## src/rtl/pipe_stall_ctrl_pkg.sv

```systemverilog
//------------------------------------------------------------------------------
// Module   : pipe_stall_ctrl_pkg
// Purpose  : Shared stall-bus width, thermometer stall codes and mul/div FSM states.
// Revision : 1.0
//------------------------------------------------------------------------------
`default_nettype none

package pipe_stall_ctrl_pkg;

    localparam int c_STALL_W = 6;

    // Thermometer codes: bit0 = PC ... bit5 = WB, 1 = Stop
    localparam logic [c_STALL_W-1:0] c_STALL_NONE = 6'b000000;
    localparam logic [c_STALL_W-1:0] c_STALL_ID   = 6'b000111;
    localparam logic [c_STALL_W-1:0] c_STALL_EX   = 6'b001111;
    localparam logic [c_STALL_W-1:0] c_STALL_MEM  = 6'b011111;

    typedef enum logic [2:0] {
        S_IDLE     = 3'd0,
        S_START    = 3'd1,
        S_DIV_WAIT = 3'd2,
        S_MUL_CNT  = 3'd3,
        S_DONE     = 3'd4
    } md_state_e;

endpackage

`default_nettype wire

```

## src/rtl/pipe_stall_ctrl_hazard_detect.sv

```systemverilog
//------------------------------------------------------------------------------
// Module   : hazard_detect
// Purpose  : Combinational load-use compare between the ID sources and the EX load.
// Revision : 1.0
//------------------------------------------------------------------------------
`default_nettype none

module hazard_detect (
    input  logic       i_id_valid,
    input  logic [4:0] i_id_rs,
    input  logic [4:0] i_id_rt,
    input  logic       i_id_use_rs,
    input  logic       i_id_use_rt,
    input  logic       i_ex_valid,
    input  logic       i_ex_is_load,
    input  logic [4:0] i_ex_rf_waddr,
    output logic       o_hazard
);

    logic w_rs_match;
    logic w_rt_match;

    assign w_rs_match = i_id_use_rs && (i_id_rs == i_ex_rf_waddr);
    assign w_rt_match = i_id_use_rt && (i_id_rt == i_ex_rf_waddr);

    // $zero is never a real producer, so a load into it cannot create a hazard
    assign o_hazard = i_id_valid && i_ex_valid && i_ex_is_load &&
                      (i_ex_rf_waddr != 5'd0) && (w_rs_match || w_rt_match);

endmodule

`default_nettype wire

```

## src/rtl/pipe_stall_ctrl.sv

```systemverilog
//------------------------------------------------------------------------------
// Module   : pipe_stall_ctrl
// Purpose  : Merges load-use, mul/div sequencing and data-SRAM wait into the stall bus.
// Revision : 1.0
//------------------------------------------------------------------------------
`default_nettype none

module pipe_stall_ctrl
    import pipe_stall_ctrl_pkg::*;
#(
    parameter int MUL_LAT     = 3,
    parameter int DIV_TIMEOUT = 40,
    parameter int CNT_W       = 6
) (
    input  logic                 clk,
    input  logic                 rst,
    input  logic                 id_valid,
    input  logic [4:0]           id_rs,
    input  logic [4:0]           id_rt,
    input  logic                 id_use_rs,
    input  logic                 id_use_rt,
    input  logic                 ex_valid,
    input  logic                 ex_is_load,
    input  logic [4:0]           ex_rf_waddr,
    input  logic                 ex_md_req,
    input  logic                 ex_md_is_div,
    input  logic                 md_done,
    input  logic                 mem_stallreq,
    output logic                 md_start,
    output logic                 md_result_we,
    output logic                 md_timeout,
    output logic [c_STALL_W-1:0] stall,
    output logic                 md_busy
);

    md_state_e        r_state_q;
    md_state_e        w_state_d;
    logic [CNT_W-1:0] r_cnt_q;
    logic [CNT_W-1:0] w_cnt_d;
    logic             r_md_timeout_q;
    logic             w_md_timeout_d;

    logic                 w_hazard;
    logic [c_STALL_W-1:0] w_lu_stall;
    logic [c_STALL_W-1:0] w_md_stall;
    logic [c_STALL_W-1:0] w_mem_stall;

    hazard_detect u_hazard_detect (
        .i_id_valid    (id_valid),
        .i_id_rs       (id_rs),
        .i_id_rt       (id_rt),
        .i_id_use_rs   (id_use_rs),
        .i_id_use_rt   (id_use_rt),
        .i_ex_valid    (ex_valid),
        .i_ex_is_load  (ex_is_load),
        .i_ex_rf_waddr (ex_rf_waddr),
        .o_hazard      (w_hazard)
    );

    always_ff @(posedge clk or negedge rst) begin
        if (!rst) begin
            r_state_q      <= S_IDLE;
            r_cnt_q        <= '0;
            r_md_timeout_q <= 1'b0;
        end else begin
            r_state_q      <= w_state_d;
            r_cnt_q        <= w_cnt_d;
            r_md_timeout_q <= w_md_timeout_d;
        end
    end

    always_comb begin
        w_state_d      = r_state_q;
        w_cnt_d        = r_cnt_q;
        w_md_timeout_d = r_md_timeout_q;
        case (r_state_q)
            S_IDLE: begin
                if (ex_md_req && ex_valid) begin
                    w_state_d = S_START;
                end
            end
            S_START: begin
                w_cnt_d   = '0;
                w_state_d = ex_md_is_div ? S_DIV_WAIT : S_MUL_CNT;
            end
            S_MUL_CNT: begin
                w_cnt_d = r_cnt_q + CNT_W'(1);
                if (r_cnt_q == CNT_W'(MUL_LAT - 1)) begin
                    w_state_d = S_DONE;
                end
            end
            S_DIV_WAIT: begin
                w_cnt_d = r_cnt_q + CNT_W'(1);
                if (md_done) begin
                    w_state_d = S_DONE;
                end else if (r_cnt_q == CNT_W'(DIV_TIMEOUT - 1)) begin
                    // Release the pipeline with a garbage result rather than hang
                    w_md_timeout_d = 1'b1;
                    w_state_d      = S_DONE;
                end
            end
            S_DONE: begin
                // The requesting instruction is still in EX here; do not re-accept it
                w_state_d = S_IDLE;
            end
            default: begin
                w_state_d = S_IDLE;
            end
        endcase
    end

    assign w_lu_stall  = w_hazard     ? c_STALL_ID  : c_STALL_NONE;
    assign w_mem_stall = mem_stallreq ? c_STALL_MEM : c_STALL_NONE;
    assign w_md_stall  = ((r_state_q == S_START) || (r_state_q == S_DIV_WAIT) ||
                          (r_state_q == S_MUL_CNT)) ? c_STALL_EX : c_STALL_NONE;

    // Stall sources are combinational from inputs, so force the bus quiet during reset
    assign stall        = rst ? (w_lu_stall | w_md_stall | w_mem_stall) : c_STALL_NONE;
    assign md_start     = rst && (r_state_q == S_START);
    assign md_result_we = rst && (r_state_q == S_DONE);
    assign md_busy      = rst && (r_state_q != S_IDLE);
    assign md_timeout   = r_md_timeout_q;

endmodule

`default_nettype wire

```

## config.mk

```make
export PLATFORM = sky130hd
export DESIGN_NAME = pipe_stall_ctrl
export DESIGN_NICKNAME = d
export VERILOG_FILES = /design/src/rtl/pipe_stall_ctrl_pkg.sv /design/src/rtl/pipe_stall_ctrl_hazard_detect.sv /design/src/rtl/pipe_stall_ctrl.sv
export SDC_FILE = /design/constraint.sdc
export NUM_CORES = 1
export LEC_CHECK = 0
export BUFFER_PORTS_ARGS = -buffer_cell sky130_fd_sc_hd__buf_4
export CAP_MARGIN = 20
export CORE_UTILIZATION = 35
export DETAILED_ROUTE_END_ITERATION = 10
export SYNTH_ARGS = -nofsm -noshare
export SYNTH_HDL_FRONTEND = slang
export SYNTH_SLANG_ARGS = --single-unit
```

## constraint.sdc

```tcl
create_clock -name clk -period 2.77 [get_ports clk]
set_input_delay 0.554 -clock clk [delete_from_list [all_inputs] [get_ports clk]]
set_output_delay 0.554 -clock clk [all_outputs]
set_load 0.02 [all_outputs]
```

-- After elaboration in Yosys (flattened, before gate mapping)
Cells that the tools add are included.
- add/sub/neg operators: 1
- equal/unequal tests: 11
- multiplexer cells: 11
- bitwise logic cells: 3
- reductions and logical operators: 20
- operators with widths (operator ; number):
    3-bit 2-to-1 mux ; 5
    3-bit one-hot mux with 4 select lines ; 1
    6-bit one-hot mux with 2 select lines ; 1
    5-bit equality test ; 2
    1-bit logical AND ; 10
    5-bit 2-to-1 mux ; 2
    6-bit by 1-bit adder with 6-bit output (second input constant) ; 1
    3-bit by 2-bit equality test with 1-bit output (second input constant) ; 2
    6-bit by 2-bit equality test with 1-bit output (second input constant) ; 1
    6-bit equality test (second input constant) ; 1
    3-bit AND reduction ; 2
    4-bit by 5-bit bitwise OR with 5-bit output ; 1
    5-bit nonzero test ; 1
    4-bit 2-to-1 mux ; 1
    2-bit != test (second input constant) ; 2
    3-bit by 4-bit bitwise OR with 4-bit output ; 1
    3-bit by 1-bit equality test with 1-bit output (second input constant) ; 1
    3-bit equality test (second input constant) ; 1
    3-bit zero test ; 1
    1-bit logical OR ; 3
    3-bit != test (second input constant) ; 1
    3-bit nonzero test ; 1
    2-bit nonzero test ; 1
    2-bit OR reduction ; 1
    2 further kinds ; 2
- flip-flop bits (word level): 10
- input bits: 26
- output and inout port bits: 10

-- Depth between registers and ports, before layout
Gate-level depths: netlist of the first run.
- depth after elaboration: 8
- gate-level depth with buffers: 7
- gate-level depth less buffers: 6

-- Cells and area by module
A second synthesis of the first run with hierarchy kept.
- cells, all modules: 86
- area, all modules: 759.5 um2
- by module, submodules not included (module ; instances ; cells each ; area an instance (um2) ; seq. area each (um2)):
    pipe_stall_ctrl ; 1 ; 69 ; 628.1 ; 250.2
    hazard_detect ; 1 ; 17 ; 131.4 ; 0.0

-- Worst setup path before layout of the first run
Ideal clock, no wire load.
- path kind: input to output
- from: input port ex_rf_waddr[0]
- to: output port stall[1]
- data arrival time: 1725 ps
- data required time: 2216 ps
- slack: 491 ps
- cell stages on the path: 6
- path through: xor2_1 nor4_1 nand3_1 a221oi_2 or2_1 buf_4
- word-level cells in the longest chain between the ends: 8
- elaborated cells between the ends (all ways): 12
- those cells by class: 2 x eq/ne; 2 x mux; 2 x bitwise; 6 x reduce/logical
- ends and longest elaborated chain (what ; RTL line ; source):
    start, declared ; pipe_stall_ctrl.sv:24 ; input logic [4:0] ex_rf_waddr,
    5-bit equality test, on equally long branches ; pipe_stall_ctrl_hazard_detect.sv:23, pipe_stall_ctrl_hazard_detect.sv:24 ;
    1-bit logical AND, on equally long branches ; pipe_stall_ctrl_hazard_detect.sv:23, pipe_stall_ctrl_hazard_detect.sv:24 ;
    1-bit logical OR ; pipe_stall_ctrl_hazard_detect.sv:28 ; (i_ex_rf_waddr != 5'd0) && (w_rs_match || w_rt_match);
    1-bit logical AND (*) ; pipe_stall_ctrl_hazard_detect.sv:28 ;
    3-bit 2-to-1 mux (*) ; pipe_stall_ctrl.sv:112 ; assign w_lu_stall = w_hazard ? c_STALL_ID : c_STALL_NONE;
    3-bit by 4-bit bitwise OR with 4-bit output (*) ; pipe_stall_ctrl.sv:118 ; assign stall = rst ? (w_lu_stall | w_md_stall | w_mem_stall) : c_STALL_NONE;
    4-bit by 5-bit bitwise OR with 5-bit output (*) ; pipe_stall_ctrl.sv:118 ;
    5-bit 2-to-1 mux (*) ; pipe_stall_ctrl.sv:118 ;
    end, declared ; pipe_stall_ctrl.sv:32 ; output logic [c_STALL_W-1:0] stall,
Every way passes the cells marked *; elsewhere a longest branch is shown, timed or not.

-- Final worst setup path of the first run
Ends and elaborated chain as after synthesis.

==> results of run 1 <==
Yosys cell counts:
cell / instances
xnor2_1: 2
nor2b_1: 2
dfrtp_1: 10
mux2i_1: 2
nor3b_1: 1
a21oi_1: 3
nand3b_1: 1
nand2_1: 6
nand3_1: 6
nor3_1: 2
clkbuf_2: 1
nor4_1: 2
nand2b_1: 2
nand4_1: 3
o41ai_1: 1
and2_1: 1
nor2_1: 12
buf_4: 3
and3_1: 2
a41oi_1: 1
a221oi_2: 1
xor2_1: 8
inv_1: 3
or2_1: 1
ha_1: 2
o21ai_0: 7
conb_1: 1
and4_1: 1
clkbuf_1: 2
worst min-delay path by stage:
stage                     start                     end  slack, ps  cells past startpoint
after detailed placement    rst  r_cnt_q[4]$_DFFE_PN0P_        410                      1
final                       rst  r_cnt_q[3]$_DFFE_PN0P_        130                      1
after CTS                   rst  r_cnt_q[2]$_DFFE_PN0P_        130                      1
after global routing        rst  r_cnt_q[4]$_DFFE_PN0P_        120                      1
after global placement      rst  r_cnt_q[4]$_DFFE_PN0P_        400                      1
after floorplan             rst  md_timeout$_DFFE_PN0P_        260                      0
logic make-up after synthesis:
group	count (synthesis)	share of synthesized area, %
buffers and inverters	9	6.36
other	1	0.515
adders and majority gates	2	3.44
xor gates and xnor gates	10	12.0
AOI/OAI and AO/OA	13	11.3
DFF	10	34.4
and+or+nand+nor	42	29.2
muxes	2	2.75
worst reg2reg max path, stage by stage (launching register included):
cell and delay, ps:
dfrtp_1 420, ha_1 270, a41oi_1 290, nor2_1 70, a21oi_1 120, nor2_1 50
cell type report:
| class | instances | area (um^2) |
|---|---|---|
| Multi-Input combinational cell | 70 | 432 |
| Sequential cell | 10 | 250 |
| Inverter | 3 | 11.3 |
| Fill cell | 197 | 950 |
| Timing Repair Buffer | 35 | 263 |
| Tap cell | 27 | 33.8 |
| Clock buffer | 3 | 22.5 |
sequential cells by signal, indices dropped and copies added, names as in the netlist:
signal,cells
r_cnt_q,6
r_state_q,3
md_timeout,1
per-layer routing:
metal | up-vias | wire [um]
met2 | 33 | 741
met3 | 2 | 169
li1 | 372 | -
met4 | 0 | 21
met5 | - | 0
met1 | 323 | 756
metrics by stage:
stage          instance area (um^2)  worst slack, ps
5_1_grt                        1010              229
3_3_place_gp                    990              403
3_5_place_dp                    990              361
2_1_floorplan                   728              491
4_1_cts                        1010              360
6_report                       1010              378
power by group:
| group | internal (mW) | switching (mW) |
|---|---|---|
| Clock | 0.0499 | 0.0438 |
| Combinational | 0.129 | 0.139 |
| Sequential | 0.180 | 0.0625 |
==> impl_metrics.yaml, run 1 <==
outcome:
  status: "finished clean"
cells_and_area:
  nets: 151
  final_cell_mix: "buf_4 (35), nor2_1 (12), dfrtp_1 (10)"
  insertedDiodeCount: 0
  area_growth_pct: 39.0
  utilization_pct: 51.6
  final_common_cell: "buf_4"
  drive_above_1_share_pct: 32.2
  stdcell_count: 148
critical_path:
  critPathMaxStageDelay_ps: 310
  crit_start: "ex_rf_waddr[0]"
  r2r-end: "r_state_q[2]$_DFFE_PN0P_"
  end_kind: "output port"
  path_delay_family: "simple AND/OR/NAND/NOR gates"
  r2r-start: "r_cnt_q[0]$_DFFE_PN0P_"
  crit_buf_inv: 2
  worstSetupEndpoint: "stall[1]"
  start_kind: "input port"
  critical_path.most_common_cell: "buf_4"
  slowest_stage: "nor4_1"
  crit_type: "input port to output port"
  crit_arrival_ps: 1840
  regToRegSetupSlack_ps: 1440
  worstSetupPathDepth: 7
  critical_path.max_fanout: 3
  path_cells: "buf_4, xor2_1, nor4_1, nand3_1, a221oi_2, or2_1, buf_4"
  required_ps: 2220
  rr_worst_depth: 5
logic_synthesis:
  synth_seq_cells: 10
  ys_seq_area_share_pct: 34.4
  synth_area_um2: 728
  syn_nets: 117
  synth_area_leaders: "dfrtp_1 (34%), xor2_1 (9.6%), nor2_1 (6.2%)"
  yosys.area.top_type: "dfrtp_1"
  yosys.area.top_type_share_pct: 34.4
  yosysWarnings: 0
  synth.distinct_cells: 29
  synth.avg_cell_area_um2: 8.18
  netlist_instances: 89
cts:
  cts_htree_levels: 1
  cts_made_buffers: 3
  hold_buffers: 0
  cts_tree: "yes"
  cts_root_buffer: "clkbuf_4"
  clock_sinks: 10
  cts_buffer_depth: 2
  path_clk_slew_ps: 60
  clock_latency_ps: 250
  cts_resized: 0
  post_cts_buffers: 0
power_and_ir_drop:
  peakVddDrop_mv: 0.443
  p_leak_nw: 0.496
  totalPowerFinal_uw: 605
  power.density_nw_per_um2: 597
global_routing:
  use_met2_pct: 27.4
  track_usage_pct: 16.8
  grt_max_degree: 15
  grt_pass1_vias: 629
  grtUsageMet1_pct: 19.6
  grt_pass1_wl_mm: 2.60
  antenna_found_initial: 0
  grt_use_met3_pct: 3.02
  grt.busiest_layer: "met2"
  overflow: 0
floorplan:
  rows: 16
  ios: 36
  die_h_um: 47.6
  core_um2: 1960
  die_area_um2: 2270
  start_util_pct: 37.1
  die_width_um: 47.6
sta:
  layout_min_cycle_time_ps: 2390
  final.setup.tns_ps: 0
  final_max_slew_viol_count: 0
  max_clock_freq_mhz: 418
  skew_ps: 0.749
  fin_crit_sh_pct: 86.4
  whs_ps: 131
  setup_violations: 0
  hold_viol_final: 0
  grt_setup_unrepaired: "false"
min_path:
  min-delay-path-class: "input port to asynchronous set/reset pin"
drt:
  drc_errors: 0
  drt-pass1-iter-count: 4
  via_per_inst: 4.93
  dr_total_vias: 730
  drt-total-wl_mm: 1.69
  dr.first_iter.drc_count: 6
  ant_nets: 0
  wire_per_inst_um: 11.4
placed_design:
  io_buffers: 34
  globalplace.congestion: 0.794
  dp_cells: 145
flow_run:
  drv_cap: 0
Power figures use the tool's default switching activity.
==> inputs of run 2 (changes only) <==
--- a/config.mk
+++ b/config.mk
@@ -9,6 +9,8 @@
 export CAP_MARGIN = 20
 export CORE_UTILIZATION = 35
 export DETAILED_ROUTE_END_ITERATION = 10
+export PLACE_DENSITY = 0.67
+export REMOVE_ABC_BUFFERS = 1
 export SYNTH_ARGS = -nofsm -noshare
 export SYNTH_HDL_FRONTEND = slang
 export SYNTH_SLANG_ARGS = --single-unit
==> run 2 against run 1 <==
Effect of this change: routed wire length grew 4.6%; sequential cell count unchanged; combinational power is 4% lower; clock-buffer cell count up 1; clock power increased by 42%; sequential power is essentially flat; non-clock buffer count decreased by 1; critical path depth unchanged; largest cell class unchanged; highest routed layer is now met3.
==> impl_metrics.yaml, run 2 (same netlist as run 1, synthesis figures left out) <==
outcome:
  status: "finished clean"
drt:
  wire_per_inst_um: 11.9
  drc_errors: 0
  drt-pass1-iter-count: 4
  dr_total_vias: 752
  drt-total-wl_mm: 1.77
  dr.first_iter.drc_count: 13
  ant_nets: 0
  via_per_inst: 5.08
sta:
  setup_violations: 0
  max_clock_freq_mhz: 429
  layout_min_cycle_time_ps: 2330
  final_max_slew_viol_count: 0
  grt_setup_unrepaired: "false"
  fin_crit_sh_pct: 84.1
  hold_viol_final: 0
  whs_ps: 113
  skew_ps: 0.717
  worst_slack_ps: 439
  final.setup.tns_ps: 0
critical_path:
  crit_start: "ex_rf_waddr[0]"
  crit_type: "input port to output port"
  end_kind: "output port"
  r2r-start: "r_cnt_q[0]$_DFFE_PN0P_"
  critical_path.max_fanout: 3
  worstSetupEndpoint: "stall[1]"
  regToRegSetupSlack_ps: 1440
  r2r-end: "r_state_q[2]$_DFFE_PN0P_"
  crit_arrival_ps: 1780
  start_kind: "input port"
  required_ps: 2220
  rr_worst_depth: 5
power_and_ir_drop:
  clkPwrFrac_pct: 21.1
  totalPowerFinal_uw: 633
  peakVddDrop_mv: 0.390
  power_frac_seq_pct: 38.2
  p_int_uw: 379
  comb_power_share_pct: 40.8
  p_switching_uw: 254
  p_leak_nw: 0.498
  power.density_nw_per_um2: 622
  p_sw_share_pct: 40.1
cells_and_area:
  top_register: "r_cnt_q"
  final_common_cell: "buf_4"
  final_cell_mix: "buf_4 (34), nor2_1 (12), dfrtp_1 (10)"
  nets: 150
  insertedDiodeCount: 0
  drive_above_1_share_pct: 32.2
  area_growth_pct: 39.9
  largest_register_ffs: 6
  final_area_um2: 1020
cts:
  cts_resized: 0
  cts_root_buffer: "clkbuf_4"
  cts_tree: "yes"
  clock_latency_ps: 270
  post_cts_buffers: 0
  cts_htree_levels: 1
  hold_buffers: 0
  cts_made_buffers: 3
  cts_buffer_depth: 2
  clock_sinks: 10
  path_clk_slew_ps: 70
placed_design:
  pre_cts_slack_ps: 428
  globalplace.congestion: 0.752
  hpwl_mm: 1.40
  postPlaceCellArea_um2: 982
  io_buffers: 34
flow_run:
  drv_cap: 0
floorplan:
  core_um2: 1960
  rows: 16
  die_area_um2: 2270
  start_util_pct: 37.1
  die_width_um: 47.6
  die_h_um: 47.6
  ios: 36
global_routing:
  overflow: 0
  track_usage_pct: 17.0
  grt_pass1_vias: 669
  grt_max_degree: 15
  grt_pass1_wl_mm: 2.69
  antenna_found_initial: 0
min_path:
  min-delay-path-class: "input port to asynchronous set/reset pin"
## run 2: cell count changes in the layout (fill, tap and decap cells not counted)
cell      change
clkbuf_8      +1
buf_4         -1
## run 2: critical path: stages
cell      delay [ps]
buf_4            130
xor2_1           160
nor4_1           260
nand3_1          140
a221oi_2         230
or2_1            160
buf_4            150
## run 2: final cells by class
type                    count  area [um^2]
clock buffers               4         36.3
fillers                   201          943
inverters                   3         11.3
multi-input cells          70          432
flip-flops and latches     10          250
well taps                  27         33.8
repair buffers             34          255
## run 2: power groups by stage
stage / clock (mW) / combinational, mW / sequential (mW)
after floorplan: 0 / 0.163 / 0.226
after global placement: 0 / 0.256 / 0.241
after detailed placement: 0 / 0.260 / 0.243
after CTS: 0.137 / 0.261 / 0.241
after global routing: 0.143 / 0.286 / 0.249
final: 0.133 / 0.258 / 0.242
## run 2: metal layers
metal	global-route usage, %	part of all wire [%]	vias up
met3	3.40	8.5	0
met4	6.67	0	0
met1	17.8	41	352
met2	32.9	50	30
met5	0	0	-
li1	-	-	370
## run 2: worst min-delay path by stage
stage,from,end,slack (ps),depth (start not counted)
floorplan,rst,md_timeout$_DFFE_PN0P_,260,0
global placement,rst,r_cnt_q[4]$_DFFE_PN0P_,400,1
detailed placement,rst,r_cnt_q[3]$_DFFE_PN0P_,400,1
CTS,rst,md_timeout$_DFFE_PN0P_,110,1
global route,rst,r_cnt_q[4]$_DFFE_PN0P_,110,1
finish,rst,md_timeout$_DFFE_PN0P_,110,1
## run 2: metrics by stage
step	instances	utilization [%]
floorplan	83	-
global placement	144	50.1
detailed placement	144	50.1
CTS	148	51.9
global route	148	51.9
finish	148	51.9
==> inputs of run 3 (changes only) <==
--- a/config.mk
+++ b/config.mk
@@ -9,7 +9,7 @@
 export CAP_MARGIN = 20
 export CORE_UTILIZATION = 35
 export DETAILED_ROUTE_END_ITERATION = 10
-export PLACE_DENSITY = 0.67
+export PLACE_DENSITY = 0.69
 export REMOVE_ABC_BUFFERS = 1
 export SYNTH_ARGS = -nofsm -noshare
 export SYNTH_HDL_FRONTEND = slang
==> constraint.sdc (replaced) <==
create_clock -name clk -period 1.9 [get_ports clk]
set_input_delay 0.38 -clock clk [delete_from_list [all_inputs] [get_ports clk]]
set_output_delay 0.38 -clock clk [all_outputs]
set_load 0.02 [all_outputs]
==> run 3 against run 2 <==
Effect of this change: worst setup slack worse by 480 ps; total power grew 48%; highest routed layer unchanged; the run now ends with negative setup slack left; clock-buffer cell count decreased by 1; sequential power is 32% higher.
==> impl_metrics.yaml, run 3 (same netlist as run 1, synthesis figures left out) <==
outcome:
  status: "finished with violations"
  violations: "negative setup slack"
sta:
  setup_violations: 3
  layout_min_cycle_time_ps: 1940
  worst_slack_ps: -38.1
  hold_viol_final: 0
  max_clock_freq_mhz: 516
  grt_setup_unrepaired: "true"
  skew_ps: 0.465
  final_max_slew_viol_count: 0
  final.setup.tns_ps: -111
  fin_crit_sh_pct: 102
cts:
  cts_htree_levels: 1
  path_clk_slew_ps: 60
  clock_latency_ps: 250
  post_cts_buffers: 0
  cts_tree: "yes"
  cts_root_buffer: "clkbuf_4"
  cts_made_buffers: 3
  cts_buffer_depth: 2
  clock_sinks: 10
flow_run:
  drv_cap: 0
floorplan:
  rows: 16
  ios: 36
  start_util_pct: 37.1
  core_um2: 1960
  die_area_um2: 2270
  die_h_um: 47.6
  die_width_um: 47.6
cells_and_area:
  utilization_pct: 55.6
  final_common_cell: "buf_4"
  nets: 154
  top_register: "r_cnt_q"
  insertedDiodeCount: 0
  largest_register_ffs: 6
  nFillCells: 184
  final_cell_mix: "buf_4 (25), nor2_1 (12), buf_6 (12)"
  area_growth_pct: 49.8
  drive_above_1_share_pct: 34.7
global_routing:
  grt_pass1_wl_mm: 2.60
  grt_pass1_vias: 691
  grt_max_degree: 13
  antenna_found_initial: 0
  track_usage_pct: 16.8
  overflow: 0
placed_design:
  io_buffers: 34
  globalplace.congestion: 0.836
  hpwl_mm: 1.39
min_path:
  min-delay-path-class: "input port to register"
drt:
  dr.first_iter.drc_count: 18
  wire_per_inst_um: 12.7
  drt-total-wl_mm: 1.93
  ant_nets: 0
  dr_total_vias: 757
  via_per_inst: 5.01
  drc_errors: 0
  drt-pass1-iter-count: 4
critical_path:
  crit_type: "input port to output port"
  end_kind: "output port"
  start_kind: "input port"
  critical_path.max_fanout: 3
  required_ps: 1520
  crit_arrival_ps: 1560
power_and_ir_drop:
  power.density_nw_per_um2: 858
  p_leak_nw: 0.526
  peakVddDrop_mv: 0.517
-- run 3: cell types whose count changed in the layout (fill, tap and decap cells not counted), sizes merged --
cell / previous run / this run
dlygate4sd3: 0 / 1
buf: 34 / 37
clkbuf: 4 / 3
-- run 3: final cells by class --
cell class | instances | area (um^2) | share of cell area [%]
clock buffers | 3 | 22.5 | 2.06
inverters | 3 | 11.3 | 1.03
multi-input cells | 70 | 440 | 40.4
flip-flops and latches | 10 | 250 | 22.9
well taps | 27 | 33.8 | 3.10
repair buffers | 38 | 333 | 30.5
-- run 3: what timing repair did --
item	CTS	global route
resized for setup	10	4
endpoints found under the hold margin	10	0
hold buffers	1	0
cloned	0	0
pin swaps	10	8
setup endpoints to repair	3	3
-- run 3: per-layer routing --
layer / part of all wire [%] / routed length [um] / track usage, %
met1: 40 / 762 / 16.9
met2: 50 / 965 / 33.2
met3: 10 / 197 / 3.02
met5: 0 / 0 / 0
met4: 0 / 0 / 7.22
-- run 3: metrics by stage --
stage | hold WS (ps) | std cells | power (mW) | setup WS, ps | cell area, um^2
final | 323 | 151 | 0.936 | -38.1 | 1090
after global routing | 311 | 151 | 1.02 | -83.2 | 1090
after CTS | 310 | 151 | 0.938 | -119 | 1070
after detailed placement | 230 | 147 | 0.778 | -143 | 1000
after global placement | 229 | 147 | 0.763 | -122 | 1000
after floorplan | 84.4 | 83 | 0.567 | -61.9 | 693
-- run 3: path summary, 6_finish.rpt --
check / slack [ps] / to / cells past startpoint / startpoint
hold reg to reg: 480 / md_timeout$_DFFE_PN0P_ / 2 / md_timeout$_DFFE_PN0P_
setup reg to reg: 610 / r_state_q[2]$_DFFE_PN0P_ / 5 / r_cnt_q[0]$_DFFE_PN0P_
max in group asynchronous: 930 / r_cnt_q[1]$_DFFE_PN0P_ / 2 / rst
setup / recovery: -40 / stall[0] / 7 / id_rs[0]
min in group asynchronous: 640 / r_cnt_q[2]$_DFFE_PN0P_ / 2 / rst
hold / removal: 320 / md_timeout$_DFFE_PN0P_ / 2 / md_done
-- run 3: power by group --
part	internal (mW)	leakage [nW]	switching, mW	total (mW)
combinational	0.231	0.383	0.250	0.480
sequential	0.263	0.129	0.0566	0.320
clock	0.0727	0.0138	0.0629	0.136
-- run 3: worst max-delay path: stages --
cell      delay [ps]
buf_6             90
xor2_1           160
nor4_2           260
nand3_1          130
a221oi_2         240
or2_4            180
buf_6            120
